[src/rtl/msg_rx_pkg.sv]
`default_nettype none
// +----------------------------------------------------------------------------+
// | Module   : msg_rx_pkg                                                      |
// | Purpose  : Shared constants for the MsgRouter receive-path header demux:   |
// |            header byte offsets, error codes and FSM state encoding.        |
// | Ports    : none (package)                                                  |
// | Revision : 1.0 - initial release                                           |
// +----------------------------------------------------------------------------+
package msg_rx_pkg;

  // Little-endian header layout: each 16-bit field is low byte first.
  localparam int HEADER_BYTES = 8;
  localparam int SYNC_LO      = 0;
  localparam int SYNC_HI      = 1;
  localparam int LEN_LO       = 2;
  localparam int LEN_HI       = 3;
  localparam int ID_LO        = 4;
  localparam int ID_HI        = 5;
  localparam int SEQ_LO       = 6;
  localparam int SEQ_HI       = 7;

  // ErrorCode values reported with MessageError.
  localparam logic [1:0] ERR_LEN     = 2'd1;
  localparam logic [1:0] ERR_TIMEOUT = 2'd2;
  localparam logic [1:0] ERR_OVERRUN = 2'd3;

  typedef enum logic [2:0] {
    ST_HUNT1   = 3'd0,
    ST_HUNT2   = 3'd1,
    ST_HEADER  = 3'd2,
    ST_CHECK   = 3'd3,
    ST_PAYLOAD = 3'd4,
    ST_DONE    = 3'd5,
    ST_ERR     = 3'd6
  } state_t;

endpackage
`default_nettype wire

[src/rtl/msg_timeout_timer.sv]
`default_nettype none
// +----------------------------------------------------------------------------+
// | Module   : msg_timeout_timer                                               |
// | Purpose  : Inter-byte idle counter. Expired flags the cycle in which the   |
// |            count would reach TIMEOUT_CYCLES-1, so the owner can abort      |
// |            exactly TIMEOUT_CYCLES clocks after the last accepted byte.     |
// | Ports    : Clock   - system clock                                          |
// |            ClearN  - synchronous active-low reset                          |
// |            Restart - clear the count (accepted byte or idle hunting)       |
// |            Enable  - count this cycle                                      |
// |            Expired - timeout reached this cycle                            |
// | Revision : 1.0 - initial release                                           |
// +----------------------------------------------------------------------------+
module msg_timeout_timer #(
  parameter int unsigned TIMEOUT_CYCLES = 100000,
  parameter int unsigned TO_W           = 17
) (
  input  logic Clock,
  input  logic ClearN,
  input  logic Restart,
  input  logic Enable,
  output logic Expired
);

  // Count is 0 in the cycle after a restart, so the value seen in the cycle
  // that is k clocks after the restart is k-1. Flagging one below the limit
  // lets the owner's state register land in its error state on cycle +N.
  localparam logic [TO_W-1:0] C_LIMIT = TO_W'(TIMEOUT_CYCLES - 2);

  logic [TO_W-1:0] r_count;

  always_ff @(posedge Clock) begin
    if (!ClearN) begin
      r_count <= '0;
    end else if (Restart) begin
      r_count <= '0;
    end else if (Enable) begin
      r_count <= r_count + TO_W'(1);
    end
  end

  assign Expired = Enable && (r_count == C_LIMIT);

endmodule
`default_nettype wire

[src/rtl/msg_header_demux_p.sv]
`default_nettype none
// +----------------------------------------------------------------------------+
// | Module   : msg_header_demux_p                                              |
// | Purpose  : Hunts for the sync word in the received byte stream, captures  |
// |            the 8-byte little-endian header, validates its length, writes   |
// |            payload bytes to data RAM and reports completion or errors.     |
// | Ports    : Clock, ClearN (sync active-low reset)                           |
// |            MessageByte/MessageByteReady - byte stream in                   |
// |            SyncWord/ByteCount/MessageID/SequenceNumber - header fields     |
// |            MessageComplete/MessageError/ErrorCode - status to controller   |
// |            DataByte/DataAddr/WriteDataByte - payload RAM write port        |
// | Revision : 1.0 - initial release                                           |
// +----------------------------------------------------------------------------+
module msg_header_demux_p
  import msg_rx_pkg::*;
#(
  parameter logic [15:0] SYNC_WORD      = 16'h1234,
  parameter int unsigned MAX_MSG_BYTES  = 1024,
  parameter int unsigned DATA_ADDR_W    = 10,
  parameter int unsigned TIMEOUT_CYCLES = 100000,
  parameter int unsigned TO_W           = 17
) (
  input  logic                   Clock,
  input  logic                   ClearN,
  input  logic [7:0]             MessageByte,
  input  logic                   MessageByteReady,
  output logic [15:0]            SyncWord,
  output logic [15:0]            ByteCount,
  output logic [15:0]            MessageID,
  output logic [15:0]            SequenceNumber,
  output logic                   MessageComplete,
  output logic                   MessageError,
  output logic [1:0]             ErrorCode,
  output logic [7:0]             DataByte,
  output logic [DATA_ADDR_W-1:0] DataAddr,
  output logic                   WriteDataByte
);

  state_t                 r_state;
  state_t                 w_next;
  logic [7:0]             r_hdr [HEADER_BYTES];
  logic [15:0]            r_count;
  logic [7:0]             r_data;
  logic [DATA_ADDR_W-1:0] r_addr;
  logic                   r_write;
  logic                   r_complete;
  logic [1:0]             r_err_code;

  logic [15:0]            w_byte_count;
  logic [15:0]            w_count_inc;
  logic                   w_len_bad;
  logic                   w_len_hdr_only;
  logic [DATA_ADDR_W-1:0] w_pay_addr;
  logic                   w_expired;
  logic                   w_timer_restart;
  logic                   w_timer_enable;

  logic                   w_hdr_we;
  logic [2:0]             w_hdr_idx;
  logic                   w_cnt_we;
  logic [15:0]            w_cnt_val;
  logic                   w_pay_we;
  logic                   w_addr_clr;
  logic                   w_err_we;
  logic [1:0]             w_err_val;
  logic                   w_complete;

  assign w_byte_count   = {r_hdr[LEN_HI], r_hdr[LEN_LO]};
  assign w_count_inc    = r_count + 16'd1;
  assign w_len_bad      = (w_byte_count < 16'(HEADER_BYTES)) ||
                          ({16'd0, w_byte_count} > MAX_MSG_BYTES);
  assign w_len_hdr_only = (w_byte_count == 16'(HEADER_BYTES));
  // The length check bounds the count, so this truncation never wraps.
  assign w_pay_addr     = DATA_ADDR_W'(r_count - 16'(HEADER_BYTES));

  assign w_timer_restart = MessageByteReady || (r_state == ST_HUNT1);
  assign w_timer_enable  = (r_state == ST_HUNT2) || (r_state == ST_HEADER) ||
                           (r_state == ST_PAYLOAD);

  msg_timeout_timer #(
    .TIMEOUT_CYCLES (TIMEOUT_CYCLES),
    .TO_W           (TO_W)
  ) u_timer (
    .Clock   (Clock),
    .ClearN  (ClearN),
    .Restart (w_timer_restart),
    .Enable  (w_timer_enable),
    .Expired (w_expired)
  );

  always_ff @(posedge Clock) begin
    if (!ClearN) begin
      r_state <= ST_HUNT1;
    end else begin
      r_state <= w_next;
    end
  end

  always_comb begin
    w_next     = r_state;
    w_hdr_we   = 1'b0;
    w_hdr_idx  = 3'(SYNC_LO);
    w_cnt_we   = 1'b0;
    w_cnt_val  = w_count_inc;
    w_pay_we   = 1'b0;
    w_addr_clr = 1'b0;
    w_err_we   = 1'b0;
    w_err_val  = ERR_LEN;
    w_complete = 1'b0;

    unique case (r_state)
      ST_HUNT1: begin
        if (MessageByteReady && (MessageByte == SYNC_WORD[7:0])) begin
          w_hdr_we = 1'b1;
          w_next   = ST_HUNT2;
        end
      end

      ST_HUNT2: begin
        if (MessageByteReady) begin
          if (MessageByte == SYNC_WORD[15:8]) begin
            w_hdr_we  = 1'b1;
            w_hdr_idx = 3'(SYNC_HI);
            w_cnt_we  = 1'b1;
            w_cnt_val = 16'(LEN_LO);
            w_next    = ST_HEADER;
          end else if (MessageByte == SYNC_WORD[7:0]) begin
            // Repeated low sync byte: treat it as a fresh start of sync.
            w_hdr_we = 1'b1;
          end else begin
            w_next = ST_HUNT1;
          end
        end else if (w_expired) begin
          w_err_we  = 1'b1;
          w_err_val = ERR_TIMEOUT;
          w_next    = ST_ERR;
        end
      end

      ST_HEADER: begin
        if (MessageByteReady) begin
          w_hdr_we  = 1'b1;
          w_hdr_idx = r_count[2:0];
          w_cnt_we  = 1'b1;
          if (r_count[2:0] == 3'(SEQ_HI)) begin
            w_next = ST_CHECK;
          end
        end else if (w_expired) begin
          w_err_we  = 1'b1;
          w_err_val = ERR_TIMEOUT;
          w_next    = ST_ERR;
        end
      end

      ST_CHECK: begin
        if (MessageByteReady) begin
          w_err_we  = 1'b1;
          w_err_val = ERR_OVERRUN;
          w_next    = ST_ERR;
        end else if (w_len_bad) begin
          w_err_we  = 1'b1;
          w_err_val = ERR_LEN;
          w_next    = ST_ERR;
        end else if (w_len_hdr_only) begin
          // Header-only: pulse straight from the check so completion lands
          // two clocks after the last header byte, like the payload path.
          w_complete = 1'b1;
          w_next     = ST_DONE;
        end else begin
          w_addr_clr = 1'b1;
          w_cnt_we   = 1'b1;
          w_cnt_val  = 16'(HEADER_BYTES);
          w_next     = ST_PAYLOAD;
        end
      end

      ST_PAYLOAD: begin
        if (MessageByteReady) begin
          w_pay_we = 1'b1;
          w_cnt_we = 1'b1;
          if (w_count_inc == w_byte_count) begin
            w_next = ST_DONE;
          end
        end else if (w_expired) begin
          w_err_we  = 1'b1;
          w_err_val = ERR_TIMEOUT;
          w_next    = ST_ERR;
        end
      end

      ST_DONE: begin
        if (MessageByteReady) begin
          w_err_we  = 1'b1;
          w_err_val = ERR_OVERRUN;
          w_next    = ST_ERR;
        end else begin
          // Already pulsed when arriving from the header-only check.
          w_complete = !r_complete;
          w_next     = ST_HUNT1;
        end
      end

      ST_ERR: begin
        w_next = ST_HUNT1;
      end

      default: begin
        w_next = ST_HUNT1;
      end
    endcase
  end

  always_ff @(posedge Clock) begin
    if (!ClearN) begin
      for (int i = 0; i < HEADER_BYTES; i++) begin
        r_hdr[i] <= '0;
      end
      r_count    <= '0;
      r_data     <= '0;
      r_addr     <= '0;
      r_write    <= 1'b0;
      r_complete <= 1'b0;
      r_err_code <= '0;
    end else begin
      r_write    <= 1'b0;
      r_complete <= w_complete;
      if (w_hdr_we) begin
        r_hdr[w_hdr_idx] <= MessageByte;
      end
      if (w_cnt_we) begin
        r_count <= w_cnt_val;
      end
      if (w_pay_we) begin
        r_write <= 1'b1;
        r_data  <= MessageByte;
        r_addr  <= w_pay_addr;
      end else if (w_addr_clr) begin
        r_addr <= '0;
      end
      if (w_err_we) begin
        r_err_code <= w_err_val;
      end
    end
  end

  assign SyncWord        = {r_hdr[SYNC_HI], r_hdr[SYNC_LO]};
  assign ByteCount       = w_byte_count;
  assign MessageID       = {r_hdr[ID_HI], r_hdr[ID_LO]};
  assign SequenceNumber  = {r_hdr[SEQ_HI], r_hdr[SEQ_LO]};
  assign MessageComplete = r_complete;
  assign MessageError    = (r_state == ST_ERR);
  assign ErrorCode       = r_err_code;
  assign DataByte        = r_data;
  assign DataAddr        = r_addr;
  assign WriteDataByte   = r_write;

endmodule
`default_nettype wire
[config.mk]
export PLATFORM = sky130hd
export DESIGN_NAME = msg_header_demux_p
export DESIGN_NICKNAME = d
export VERILOG_FILES = /design/src/rtl/msg_rx_pkg.sv /design/src/rtl/msg_timeout_timer.sv /design/src/rtl/msg_header_demux_p.sv
export SDC_FILE = /design/constraint.sdc
export NUM_CORES = 1
export LEC_CHECK = 0
export CORE_ASPECT_RATIO = 1.25
export CORE_MARGIN = 4
export CORE_UTILIZATION = 33
export CTS_CLUSTER_DIAMETER = 50
export DETAILED_ROUTE_END_ITERATION = 10
export GPL_ROUTABILITY_DRIVEN = 0
export PLACE_DENSITY_LB_ADDON = 0.05
export SETUP_SLACK_MARGIN = 0.15
export SLEW_MARGIN = 15
export SYNTH_ARGS = -nofsm -noshare
export SYNTH_HDL_FRONTEND = slang
export SYNTH_HIERARCHICAL = 1
export SYNTH_SLANG_ARGS = --single-unit
export TNS_END_PERCENT = 30
[constraint.sdc]
create_clock -name Clock -period 3.6 [get_ports Clock]
set_input_delay 0.72 -clock Clock [delete_from_list [all_inputs] [get_ports Clock]]
set_output_delay 0.72 -clock Clock [all_outputs]
set_load 0.005 [all_outputs]
==> results of run 1 <==
==> path summary, 6_finish.rpt <==
kind	from	endpoint	slack [ns]
max	r_state[1]$_SDFFE_PN0P_	r_state[1]$_SDFFE_PN0P_	0.64
min	DataByte[5]$_SDFFE_PN0P_	DataByte[5]$_SDFFE_PN0P_	0.46
max reg2reg	r_state[1]$_SDFFE_PN0P_	r_state[1]$_SDFFE_PN0P_	0.64
min reg2reg	DataByte[5]$_SDFFE_PN0P_	DataByte[5]$_SDFFE_PN0P_	0.46
==> cell usage after synthesis, types with 13 or more instances <==
cell type	count
sky130_fd_sc_hd__a21oi_1	37
sky130_fd_sc_hd__and2_1	60
sky130_fd_sc_hd__clkbuf_1	20
sky130_fd_sc_hd__dfxtp_1	58
sky130_fd_sc_hd__edfxtp_1	64
sky130_fd_sc_hd__inv_1	13
sky130_fd_sc_hd__nand2_1	49
sky130_fd_sc_hd__nand3_1	22
sky130_fd_sc_hd__nor2_1	47
sky130_fd_sc_hd__nor3_1	19
sky130_fd_sc_hd__xnor2_1	18
sky130_fd_sc_hd__xor2_1	20
==> report_power, final <==
| group | leakage [nW] | switching, mW | internal [mW] |
|---|---|---|---|
| Sequential | 1.13 | 0.0171 | 1.48 |
| Combinational | 1.35 | 0.0748 | 0.0747 |
| Clock | 0.307 | 0.666 | 1.17 |
| Total | 2.79 | 0.758 | 2.73 |
==> metal layers <==
metal | wire [um] | global-route usage [%]
met4 | 346 | 5.874
met3 | 762 | 4.099
met5 | 0 | 0
met2 | 8328 | 27.67
met1 | 7391 | 21.62
==> flip-flops by register name, summed over array words and instances (netlist names), 2 cells and up <==
register         count
r_count             16
DataByte             8
ErrorCode            2
r_hdr               64
r_state              3
u_timer/r_count     17
DataAddr            10
==> worst register-to-register path: stages, from the launching register on <==
cell	delay, ns
sky130_fd_sc_hd__dfxtp_1	0.59
sky130_fd_sc_hd__xnor2_1	0.23
sky130_fd_sc_hd__o21ai_0	0.27
sky130_fd_sc_hd__nor4bb_1	0.25
sky130_fd_sc_hd__nand3_1	0.10
sky130_fd_sc_hd__nor4_1	0.32
sky130_fd_sc_hd__buf_4	0.18
sky130_fd_sc_hd__nor2b_1	0.32
sky130_fd_sc_hd__a41oi_1	0.08
sky130_fd_sc_hd__nor3_1	0.15
sky130_fd_sc_hd__a31oi_1	0.06
sky130_fd_sc_hd__o221ai_1	0.18
sky130_fd_sc_hd__o211a_1	0.17
==> through the flow <==
stage	area [um^2]	total power, mW	hold WS (ns)	util, %	cells
after floorplan	6008	1.575	0.4527	-	602
after global placement	7289	1.683	0.4509	41.18	912
after detailed placement	7289	1.684	0.4540	41.18	912
after CTS	7928	3.538	0.4623	44.78	944
after global routing	7928	3.620	0.4852	44.78	944
final	7928	3.490	0.4576	44.78	944
==> cell type report <==
class | count | area (um^2)
Clock buffer | 17 | 425.4
Inverter | 14 | 52.55
Timing Repair Buffer | 122 | 1159
Fill cell | 1696 | 9774
Multi-Input combinational cell | 430 | 2715
Sequential cell | 122 | 3083
Clock inverter | 15 | 212.7
Tap cell | 224 | 280.3
==> cell families after synthesis <==
family	Yosys count	synth area share, %
AO/OA/AOI/OAI	98	10.27
buffers and inverters	50	3.624
flip-flops	122	51.31
AND/OR/NAND/NOR	282	26.53
XOR/XNOR	40	6.310
adder cells (fa/ha/maj)	8	1.583
multiplexers	2	0.3748
==> reports/qor.txt, run 1 <==
YOSYS
--------------------------------------------------------------------------------------------------
Largest cells by area after synthesis ............................................... sky130_fd_sc_hd__edfxtp_1 (32%), sky130_fd_sc_hd__dfxtp_1 (19%), sky130_fd_sc_hd__and2_1 (6.2%)
Synth async-reset ratio .............................................................           0%
Total number of yosys warnings ......................................................            6
Mean instance size in the synthesized netlist .......................................   9.981 um^2
Number of cells produced by synthesis ...............................................          602
Count of flip-flops with a built-in enable after synthesis ..........................           64
Post-synthesis instance area ........................................................    6008 um^2
Biggest area consumer among synthesized cells ....................................... sky130_fd_sc_hd__edfxtp_1
Flip-flop cell with the highest count after synthesis ............................... sky130_fd_sc_hd__edfxtp_1
Share of Yosys cell area claimed by the top area cell type ..........................       31.99%
Net count after synthesis ...........................................................          619
Post-synthesis sequential area ratio ................................................       51.31%
Number of register bits inferred by synthesis .......................................          122
Distinct cells, synth ...............................................................           72

CLOCKING
--------------------------------------------------------------------------------------------------
Number of clock buffers inserted by TritonCTS .......................................           17
CTS H-tree depth ....................................................................            4
Clk root buf ........................................................................ sky130_fd_sc_hd__clkbuf_16
Resize count post-CTS ...............................................................            0
Count of hold-fix buffers inserted at cts ...........................................            0
Buffer levels on the longest clock path .............................................            2
TritonCTS clock tree ................................................................        built
Clock sink count ....................................................................          122
Total setup buffers inserted after CTS ..............................................            0
Clock transition time at the flip-flop clock pins of the worst setup and hold paths .      0.06 ns
Clk_lat worst skew ..................................................................      0.41 ns

STA
--------------------------------------------------------------------------------------------------
Minimum setup slack in the final design .............................................    0.6427 ns
Pin slew with the least headroom to its limit .......................................     1.037 ns
Min cycle time layout ...............................................................     2.957 ns
Sum of negative setup slack .........................................................         0 ns
Peak clock frequency supported by timing ............................................    338.1 MHz
Setup violations, final .............................................................            0
Setup repair after global routing missed its margin .................................           no
Pins over their slew limit ..........................................................            0
Slew margin rel. ....................................................................       30.81%
Fin crit share ......................................................................       82.15%
Final Hold Vio Count ................................................................            0
Final setup skew ....................................................................  0.008797 ns

DIE
--------------------------------------------------------------------------------------------------
Std cell rows .......................................................................           54
Vertical extent of the die ..........................................................     158.9 um
Die Area ............................................................................  20,440 um^2
Number of placed I/O pins ...........................................................           98
Std-Cell Core Area ..................................................................  17,700 um^2
Chip Width ..........................................................................     128.7 um
Starting utilization of the core area ...............................................       33.94%

GLOBAL ROUTING
--------------------------------------------------------------------------------------------------
Antenna violations before repair ....................................................            0
Vias in the first global route ......................................................        4,835
Global-route wire length before repair ..............................................    27,130 um
Remaining global-route overflow .....................................................            0
Pin count of the biggest net entering global routing ................................           31
Global router's overall resource usage ..............................................       16.89%

CRITICAL PATH
--------------------------------------------------------------------------------------------------
Cell count along the critical path ..................................................           12
Cell count of the worst reg-to-reg path .............................................           12
Largest stage delay on the critical path ............................................      0.59 ns
Cell-by-cell listing of the critical path ........................................... xnor2_1, o21ai_0, nor4bb_1, nand3_1, nor4_1, buf_4, nor2b_1, a41oi_1, nor3_1, a31oi_1, o221ai_1, o211a_1
Path type of the worst setup path ................................................... flip-flop to flip-flop
CP endpoint kind ....................................................................    flip-flop
Max stage delay cell, worst path .................................................... sky130_fd_sc_hd__dfxtp_1
Maximum fanout encountered on the critical timing path ..............................           13
Required time of the critical path ..................................................      3.96 ns
Arrival time worst endpoint .........................................................      3.31 ns
Cell type group with the largest total delay on the critical path ................... simple AND/OR/NAND/NOR gates
Kind of start point of the critical path ............................................    flip-flop
Total buffers and inverters traversed by the critical path ..........................            1

PLACEMENT
--------------------------------------------------------------------------------------------------
I/O Buffers .........................................................................           97
Placement-stage worst setup slack ...................................................    0.2869 ns
Post-detailed-placement half-perimeter wirelength ...................................    12,540 um

ROUTE
--------------------------------------------------------------------------------------------------
DR vias/cell ........................................................................        5.122
1st-iter DRT viols ..................................................................          302
Total routed wirelength .............................................................    16,830 um
Total number of vias ................................................................        4,835
1st-pass router iterations ..........................................................            5
Post-route antenna net violation count ..............................................            0
Wire length per cell ................................................................     17.83 um
Final routed DRC violation total ....................................................            0

POWER AND IR DROP
--------------------------------------------------------------------------------------------------
Pleak ...............................................................................     2.789 nW
Worst IR drop on VDD ................................................................    0.2949 mV
Power per cell area ................................................................. 440.3 nW/um^2

FINAL LAYOUT
--------------------------------------------------------------------------------------------------
Highest-count cells in the layout ignoring fill and taps ............................ sky130_fd_sc_hd__clkdlybuf4s50_1 (97), sky130_fd_sc_hd__edfxtp_1 (64), sky130_fd_sc_hd__and2_1 (60)
Most common cell after layout, fill and taps aside .................................. sky130_fd_sc_hd__clkdlybuf4s50_1
Antenna diode count .................................................................            0
Fraction of final layout cells with drive strength greater than 1 ...................       11.11%
Layout Area Growth over Synthesis ...................................................       31.94%
Nets ................................................................................          724

MIN PATH
--------------------------------------------------------------------------------------------------
Worst Hold Class .................................................................... flip-flop to flip-flop
Worst hold stages ...................................................................            2

STATUS
--------------------------------------------------------------------------------------------------
Outcome ............................................................................. finished, final reports clean

FLOW RUN
--------------------------------------------------------------------------------------------------
Count of maximum capacitance violations .............................................            0

No activity file was read; power rests on OpenSTA's default activity.
==> run 2, diff against run 1 <==
clock period = 2.7 ns   (was 3.6 ns; I/O delays follow)
==> run 2 against run 1 <==
Cell area is 4.7% higher. Sequential power up 33%. Clock power is 26% higher. Global-route usage up 0.24 points. Final cell count up 4.4%. Hold slack got worse by 0.0052 ns. Via count rose by 3.7%. Critical path depth is 7 lower. Critical endpoint is now MessageError. Largest power group unchanged.
==> reports/qor.txt, run 2 (same netlist as run 1, synthesis figures left out) <==
GLOBAL ROUTING
--------------------------------------------------------------------------------------------------
Remaining global-route overflow .....................................................            0   unchanged
Global-route wire length before repair ..............................................    27,490 um   +1.3%
Global router's overall resource usage ..............................................       17.13%   +0.24 points
Pin count of the biggest net entering global routing ................................           21   -32%
Antenna violations before repair ....................................................            0   unchanged
Vias in the first global route ......................................................        5,052   +4.5%

DIE
--------------------------------------------------------------------------------------------------
Chip Width ..........................................................................     128.7 um   unchanged
Vertical extent of the die ..........................................................     158.9 um   unchanged
Starting utilization of the core area ...............................................       33.94%   unchanged
Die Area ............................................................................  20,440 um^2   unchanged
Std-Cell Core Area ..................................................................  17,700 um^2   unchanged
Std cell rows .......................................................................           54   unchanged
Number of placed I/O pins ...........................................................           98   unchanged

FINAL LAYOUT
--------------------------------------------------------------------------------------------------
Biggest register ....................................................................        r_hdr
Most common cell after layout, fill and taps aside .................................. sky130_fd_sc_hd__clkdlybuf4s50_1
Number of inserted filler cells in the final layout .................................        1,684   -0.71%
Nets ................................................................................          766   +5.8%
Final design instance area without fill .............................................    8297 um^2   +4.7%
Max reg flops .......................................................................           64   unchanged
Layout Area Growth over Synthesis ...................................................       38.09%
Highest-count cells in the layout ignoring fill and taps ............................ sky130_fd_sc_hd__clkdlybuf4s50_1 (97), sky130_fd_sc_hd__edfxtp_1 (64), sky130_fd_sc_hd__buf_4 (62)
Fraction of final layout cells with drive strength greater than 1 ...................       16.40%   +5.3 points
Antenna diode count .................................................................            0   unchanged
Final core area utilization .........................................................       46.87%   +2.1 points
Registers with the highest flip-flop counts ......................................... r_hdr: 64 flops, u_timer/r_count: 17 flops, r_count: 16 flops

ROUTE
--------------------------------------------------------------------------------------------------
Final routed DRC violation total ....................................................            0   unchanged
Total number of vias ................................................................        5,012   +3.7%
Wire length per cell ................................................................     17.29 um   -3.0%
Total routed wirelength .............................................................    17,040 um   +1.3%
Post-route antenna net violation count ..............................................            0   unchanged
1st-pass router iterations ..........................................................            4   -1
1st-iter DRT viols ..................................................................          222   -26%
DR vias/cell ........................................................................        5.083   -0.75%

CRITICAL PATH
--------------------------------------------------------------------------------------------------
Path type of the worst setup path ................................................... flip-flop to output port
Kind of start point of the critical path ............................................    flip-flop
Maximum fanout encountered on the critical timing path ..............................           13   unchanged
Max stage delay cell, worst path .................................................... sky130_fd_sc_hd__clkdlybuf4s50_1
Total buffers and inverters traversed by the critical path ..........................            3   +2
Cell-by-cell listing of the critical path ........................................... buf_4, inv_1, nand2_1, nor2_1, clkdlybuf4s50_1
Arrival time worst endpoint .........................................................      1.90 ns   -1.41 ns
Largest stage delay on the critical path ............................................      0.52 ns   -0.07 ns
CP endpoint kind ....................................................................  output port
Required time of the critical path ..................................................      2.16 ns   -1.80 ns
Cell type group with the largest total delay on the critical path ................... buffers and inverters

CLOCKING
--------------------------------------------------------------------------------------------------
Number of clock buffers inserted by TritonCTS .......................................           17   unchanged
TritonCTS clock tree ................................................................        built
Clock transition time at the flip-flop clock pins of the worst setup and hold paths .      0.06 ns   about the same
Clk root buf ........................................................................ sky130_fd_sc_hd__clkbuf_16
CTS H-tree depth ....................................................................            4   unchanged
Buffer levels on the longest clock path .............................................            2   unchanged
Clk_lat worst skew ..................................................................      0.42 ns   about the same
Clock sink count ....................................................................          122   unchanged

POWER AND IR DROP
--------------------------------------------------------------------------------------------------
Pleak ...............................................................................     3.006 nW   +7.8%
Worst IR drop on VDD ................................................................    0.3510 mV   +19%
Total power .........................................................................     4.540 mW   +30%
Seq pwr share .......................................................................        44.1%   +1.1 points
Sw frac .............................................................................       21.89%   +0.18 points
Gate power share ....................................................................         4.9%   +0.6 points
Internal Pwr Total ..................................................................     3.546 mW   +30%
Switching power summed over all nets ................................................    0.9940 mW   +31%
Clk pwr share .......................................................................        51.0%   -1.7 points
Power per cell area ................................................................. 547.3 nW/um^2   +24%

STA
--------------------------------------------------------------------------------------------------
Pins over their slew limit ..........................................................            0   unchanged
Sum of negative setup slack .........................................................         0 ns   unchanged
Pin slew with the least headroom to its limit .......................................    0.6354 ns   -0.4013 ns
Final Hold Vio Count ................................................................            0   unchanged
Min cycle time layout ...............................................................     2.441 ns
Minimum setup slack in the final design .............................................    0.2589 ns   -0.3838 ns
Slew margin rel. ....................................................................       57.25%   +26 points
Setup repair after global routing missed its margin .................................          yes
Setup violations, final .............................................................            0   unchanged
Fin crit share ......................................................................       90.41%
Final setup skew ....................................................................   0.01235 ns   +0.003556 ns
Peak clock frequency supported by timing ............................................    409.6 MHz

PLACEMENT
--------------------------------------------------------------------------------------------------
Post-placement cell area ............................................................    7670 um^2   +5.2%
Placement-stage worst setup slack ...................................................   -0.2183 ns   -0.5052 ns
Post-detailed-placement half-perimeter wirelength ...................................    12,800 um   +2.1%
I/O Buffers .........................................................................           97   unchanged

STATUS
--------------------------------------------------------------------------------------------------
Outcome ............................................................................. finished, final reports clean

MIN PATH
--------------------------------------------------------------------------------------------------
Worst Hold Class .................................................................... flip-flop to flip-flop

FLOW RUN
--------------------------------------------------------------------------------------------------
Count of maximum capacitance violations .............................................            0   unchanged

[run 2: area by class of cell]
type                       instances  area (um^2)  area share (%)
multi-input combinational        430         2745           33.09
sequential                       122         3083           37.16
timing repair buffer             164         1536           18.52
clock buffer                      17        425.4           5.127
inverter                          14        52.55          0.6334
clock inverter                    15        173.9           2.096
tap                              224        280.3           3.378
[run 2: worst min-delay path: stages (launching register included)]
cell                      delay (ns)
sky130_fd_sc_hd__dfxtp_1        0.31
sky130_fd_sc_hd__nand2_1        0.05
sky130_fd_sc_hd__a21oi_1        0.05
[run 2: worst paths after layout]
check,startpoint,to,depth (start not counted),slack [ns]
max,r_state[0]$_SDFFE_PN0P_,MessageError,5,0.26
min,DataByte[0]$_SDFFE_PN0P_,DataByte[0]$_SDFFE_PN0P_,2,0.45
max reg2reg,r_hdr[2][6]$_SDFFCE_PN0P_,r_state[1]$_SDFFE_PN0P_,6,0.32
min reg2reg,DataByte[0]$_SDFFE_PN0P_,DataByte[0]$_SDFFE_PN0P_,2,0.45
[run 2: routing by layer]
layer | track usage [%] | wire length (um) | vias to the layer above
li1 | - | - | 2456
met1 | 21.54 | 7391 | 2408
met2 | 28.68 | 8579 | 126
met3 | 4.301 | 760 | 22
met4 | 5.396 | 313 | 0
met5 | 0 | 0 | -
[run 2: what timing repair did]
| action | CTS | global route |
|---|---|---|
| setup endpoints to repair | 0 | 3 |
| resized for setup | 0 | 6 |
| buffers inserted | 0 | 0 |
| hold buffers | 0 | 0 |
[run 2: metrics by stage]
step	hold WS, ns	std cells
after CTS	0.4578	986
after detailed placement	0.4495	954
after global routing	0.4685	986
final	0.4523	986
after floorplan	0.4527	602
after global placement	0.4476	954
[run 2: power by group through the flow]
stage / Combinational [mW] / Clock, mW / Sequential (mW)
final: 0.221 / 2.32 / 2.00
after global routing: 0.238 / 2.47 / 2.01
after CTS: 0.226 / 2.38 / 2.00
after detailed placement: 0.225 / 0 / 2.04
after global placement: 0.224 / 0 / 2.04
after floorplan: 0.0617 / 0 / 2.04
==> run 3, diff against run 2 <==
CORE_UTILIZATION = 49   (was 33)
HOLD_SLACK_MARGIN = 0.15   (was not set)
==> run 3 against run 2 <==
Critical path depth increased by 1. Die area is 31% lower. Utilization up 23 points. Sequential power about the same. Combinational power decreased by 2%. Sequential share of layout area decreased by 0.076 points. Critical endpoint is now r_state[0]$_SDFFE_PN0P_. Largest cell class unchanged. Highest routed layer unchanged.
==> reports/qor.txt, run 3 (same netlist as run 1, synthesis figures left out) <==
CLOCKING
--------------------------------------------------------------------------------------------------
Clock transition time at the flip-flop clock pins of the worst setup and hold paths .      0.05 ns   about the same
TritonCTS clock tree ................................................................        built
Clk root buf ........................................................................ sky130_fd_sc_hd__clkbuf_16
Count of hold-fix buffers inserted at cts ...........................................            0   unchanged
Number of clock buffers inserted by TritonCTS .......................................           17   unchanged
CTS H-tree depth ....................................................................            4   unchanged
Clock sink count ....................................................................          122   unchanged
Buffer levels on the longest clock path .............................................            2   unchanged
Clk_lat worst skew ..................................................................      0.41 ns   about the same

CRITICAL PATH
--------------------------------------------------------------------------------------------------
Flop2flop setup slack ...............................................................      0.30 ns   -0.02 ns
Required time of the critical path ..................................................      3.04 ns   +0.88 ns
CP endpoint kind ....................................................................    flip-flop
Cell count of the worst reg-to-reg path .............................................            6   unchanged
R2R Path Start ...................................................................... r_count[8]$_SDFFE_PN0P_
Path type of the worst setup path ................................................... flip-flop to flip-flop
Critical R2R Capture ................................................................ r_state[0]$_SDFFE_PN0P_
Kind of start point of the critical path ............................................    flip-flop
Arrival time worst endpoint .........................................................      2.74 ns   +0.84 ns
Maximum fanout encountered on the critical timing path ..............................            8   -5

STA
--------------------------------------------------------------------------------------------------
Min cycle time layout ...............................................................     2.401 ns   -0.04053 ns
Peak clock frequency supported by timing ............................................    416.6 MHz   +1.7%
Final Hold Vio Count ................................................................            0   unchanged
Minimum setup slack in the final design .............................................    0.2994 ns   +0.04053 ns
Final setup skew ....................................................................  0.006218 ns   -0.006135 ns
Slew margin rel. ....................................................................       56.46%   -0.79 points
Fin crit share ......................................................................       88.91%   -1.5 points
Pin slew with the least headroom to its limit .......................................    0.6472 ns   +0.01179 ns
Pins over their slew limit ..........................................................            0   unchanged
Setup repair after global routing missed its margin .................................          yes
Setup violations, final .............................................................            0   unchanged

POWER AND IR DROP
--------------------------------------------------------------------------------------------------
Worst IR drop on VDD ................................................................    0.4681 mV   +33%
Power per cell area ................................................................. 579.3 nW/um^2   +5.9%
Total power .........................................................................     4.820 mW   +6.2%
Pleak ...............................................................................     3.069 nW   +2.1%

MIN PATH
--------------------------------------------------------------------------------------------------
Worst Hold Class .................................................................... flip-flop to flip-flop
Worst Min Path Start ................................................................ DataByte[1]$_SDFFE_PN0P_
Worst hold stages ...................................................................            2   unchanged
Hold-critical path endpoint ......................................................... DataByte[1]$_SDFFE_PN0P_

FINAL LAYOUT
--------------------------------------------------------------------------------------------------
Layout Area Growth over Synthesis ...................................................       38.48%
Antenna diode count .................................................................            0   unchanged
Registers with the highest flip-flop counts ......................................... r_hdr: 64 flops, u_timer/r_count: 17 flops, r_count: 16 flops
Non-filler instance count after layout ..............................................          926   -6.1%
Biggest register ....................................................................        r_hdr
Most common cell after layout, fill and taps aside .................................. sky130_fd_sc_hd__clkdlybuf4s50_1
Highest-count cells in the layout ignoring fill and taps ............................ sky130_fd_sc_hd__clkdlybuf4s50_1 (97), sky130_fd_sc_hd__buf_4 (66), sky130_fd_sc_hd__edfxtp_1 (64)
Fraction of final layout cells with drive strength greater than 1 ...................       16.86%   +0.46 points
Max reg flops .......................................................................           64   unchanged
Nets ................................................................................          769   +0.39%

PLACEMENT
--------------------------------------------------------------------------------------------------
Placement-stage worst setup slack ...................................................  -0.05096 ns   +0.1673 ns
Total placed cells including tap cells ..............................................          893   -6.4%
I/O Buffers .........................................................................           97   unchanged
Post-detailed-placement half-perimeter wirelength ...................................    12,250 um   -4.3%

ROUTE
--------------------------------------------------------------------------------------------------
Wire length per cell ................................................................     18.21 um   +5.4%
Total number of vias ................................................................        5,141   +2.6%
Post-route antenna net violation count ..............................................            0   unchanged
Final routed DRC violation total ....................................................            0   unchanged
DR vias/cell ........................................................................        5.552   +9.2%
1st-pass router iterations ..........................................................            6   +2
1st-iter DRT viols ..................................................................          323   +45%
Total routed wirelength .............................................................    16,870 um   -1.1%

DIE
--------------------------------------------------------------------------------------------------
Vertical extent of the die ..........................................................     131.8 um   -17%
Std cell rows .......................................................................           44   -19%
Number of placed I/O pins ...........................................................           98   unchanged
Die Area ............................................................................  14,110 um^2   -31%
Chip Width ..........................................................................     107.0 um   -17%
Std-Cell Core Area ..................................................................  11,840 um^2   -33%
Starting utilization of the core area ...............................................       50.76%   +17 points

GLOBAL ROUTING
--------------------------------------------------------------------------------------------------
Vias in the first global route ......................................................        5,281   +4.5%
Global router's overall resource usage ..............................................       24.24%   +7.1 points
Global-route wire length before repair ..............................................    26,600 um   -3.2%
Antenna violations before repair ....................................................            0   unchanged
Pin count of the biggest net entering global routing ................................           23   +9.5%
Remaining global-route overflow .....................................................            0   unchanged

FLOW RUN
--------------------------------------------------------------------------------------------------
Count of maximum capacitance violations .............................................            0   unchanged

STATUS
--------------------------------------------------------------------------------------------------
Outcome ............................................................................. finished, final reports clean

run 3: cell types whose count changed in the layout (fill, tap and decap cells not counted), sizes merged:
cell and change:
bufinv +4, buf +3, inv -3, clkinvlp -2, clkinv +1
run 3: worst max-delay path by stage:
stage,end,start,cells after the start
after global placement,r_hdr[6][7]$_SDFFCE_PN0P_,MessageByte[4],9
after CTS,r_state[1]$_SDFFE_PN0P_,r_state[1]$_SDFFE_PN0P_,12
after detailed placement,r_hdr[6][2]$_SDFFCE_PN0P_,MessageByte[4],9
after global routing,r_state[1]$_SDFFE_PN0P_,r_state[1]$_SDFFE_PN0P_,12
after floorplan,r_state[1]$_SDFFE_PN0P_,r_state[0]$_SDFFE_PN0P_,12
final,r_state[0]$_SDFFE_PN0P_,r_count[8]$_SDFFE_PN0P_,6
run 3: cell type report:
cell class                 count  area (um^2)
sequential                   122         3085
timing repair buffer         167         1546
clock inverter                15        252.7
fill                         921         3516
multi-input combinational    430         2753
tap                          161        201.4
inverter                      14        56.30
clock buffer                  17        425.4
run 3: metal layers:
metal | part of all wire, % | GRT usage [%]
met3 | 5.4 | 7.447
met2 | 52 | 41.68
met5 | 0 | 0
met4 | 3.3 | 10.59
met1 | 39 | 27.44
run 3: where the power goes:
| part | switching (mW) | internal [mW] | leakage (nW) | total (mW) |
|---|---|---|---|---|
| sequential | 0.0222 | 1.98 | 1.13 | 2.00 |
| clock | 0.794 | 1.81 | 0.331 | 2.60 |
| combinational | 0.102 | 0.114 | 1.61 | 0.216 |
| total | 0.917 | 3.90 | 3.07 | 4.82 |
run 3: what timing repair did:
item,in CTS,in global routing
pin swaps,0,5
buffers inserted,0,1
endpoints found under the setup margin,1,3
resized for setup,1,9
run 3: stage by stage:
step / utilization [%] / TNS, ns / hold WS, ns / area (um^2)
detailed placement: 64.15 / -1.706 / 0.4552 / 7594
finish: 70.30 / 0 / 0.4598 / 8320
global route: 70.30 / 0 / 0.4793 / 8320
floorplan: - / 0 / 0.4527 / 6011
CTS: 69.94 / 0 / 0.4635 / 8278
global placement: 64.15 / -0.01480 / 0.4492 / 7594
run 3: critical path, stage by stage (launching register included):
cell	delay, ns
sky130_fd_sc_hd__dfxtp_1	0.53
sky130_fd_sc_hd__nand3_1	0.34
sky130_fd_sc_hd__nor4_1	0.50
sky130_fd_sc_hd__mux2_2	0.39
sky130_fd_sc_hd__nor3_1	0.17
sky130_fd_sc_hd__o2111ai_1	0.22
sky130_fd_sc_hd__a21oi_1	0.18
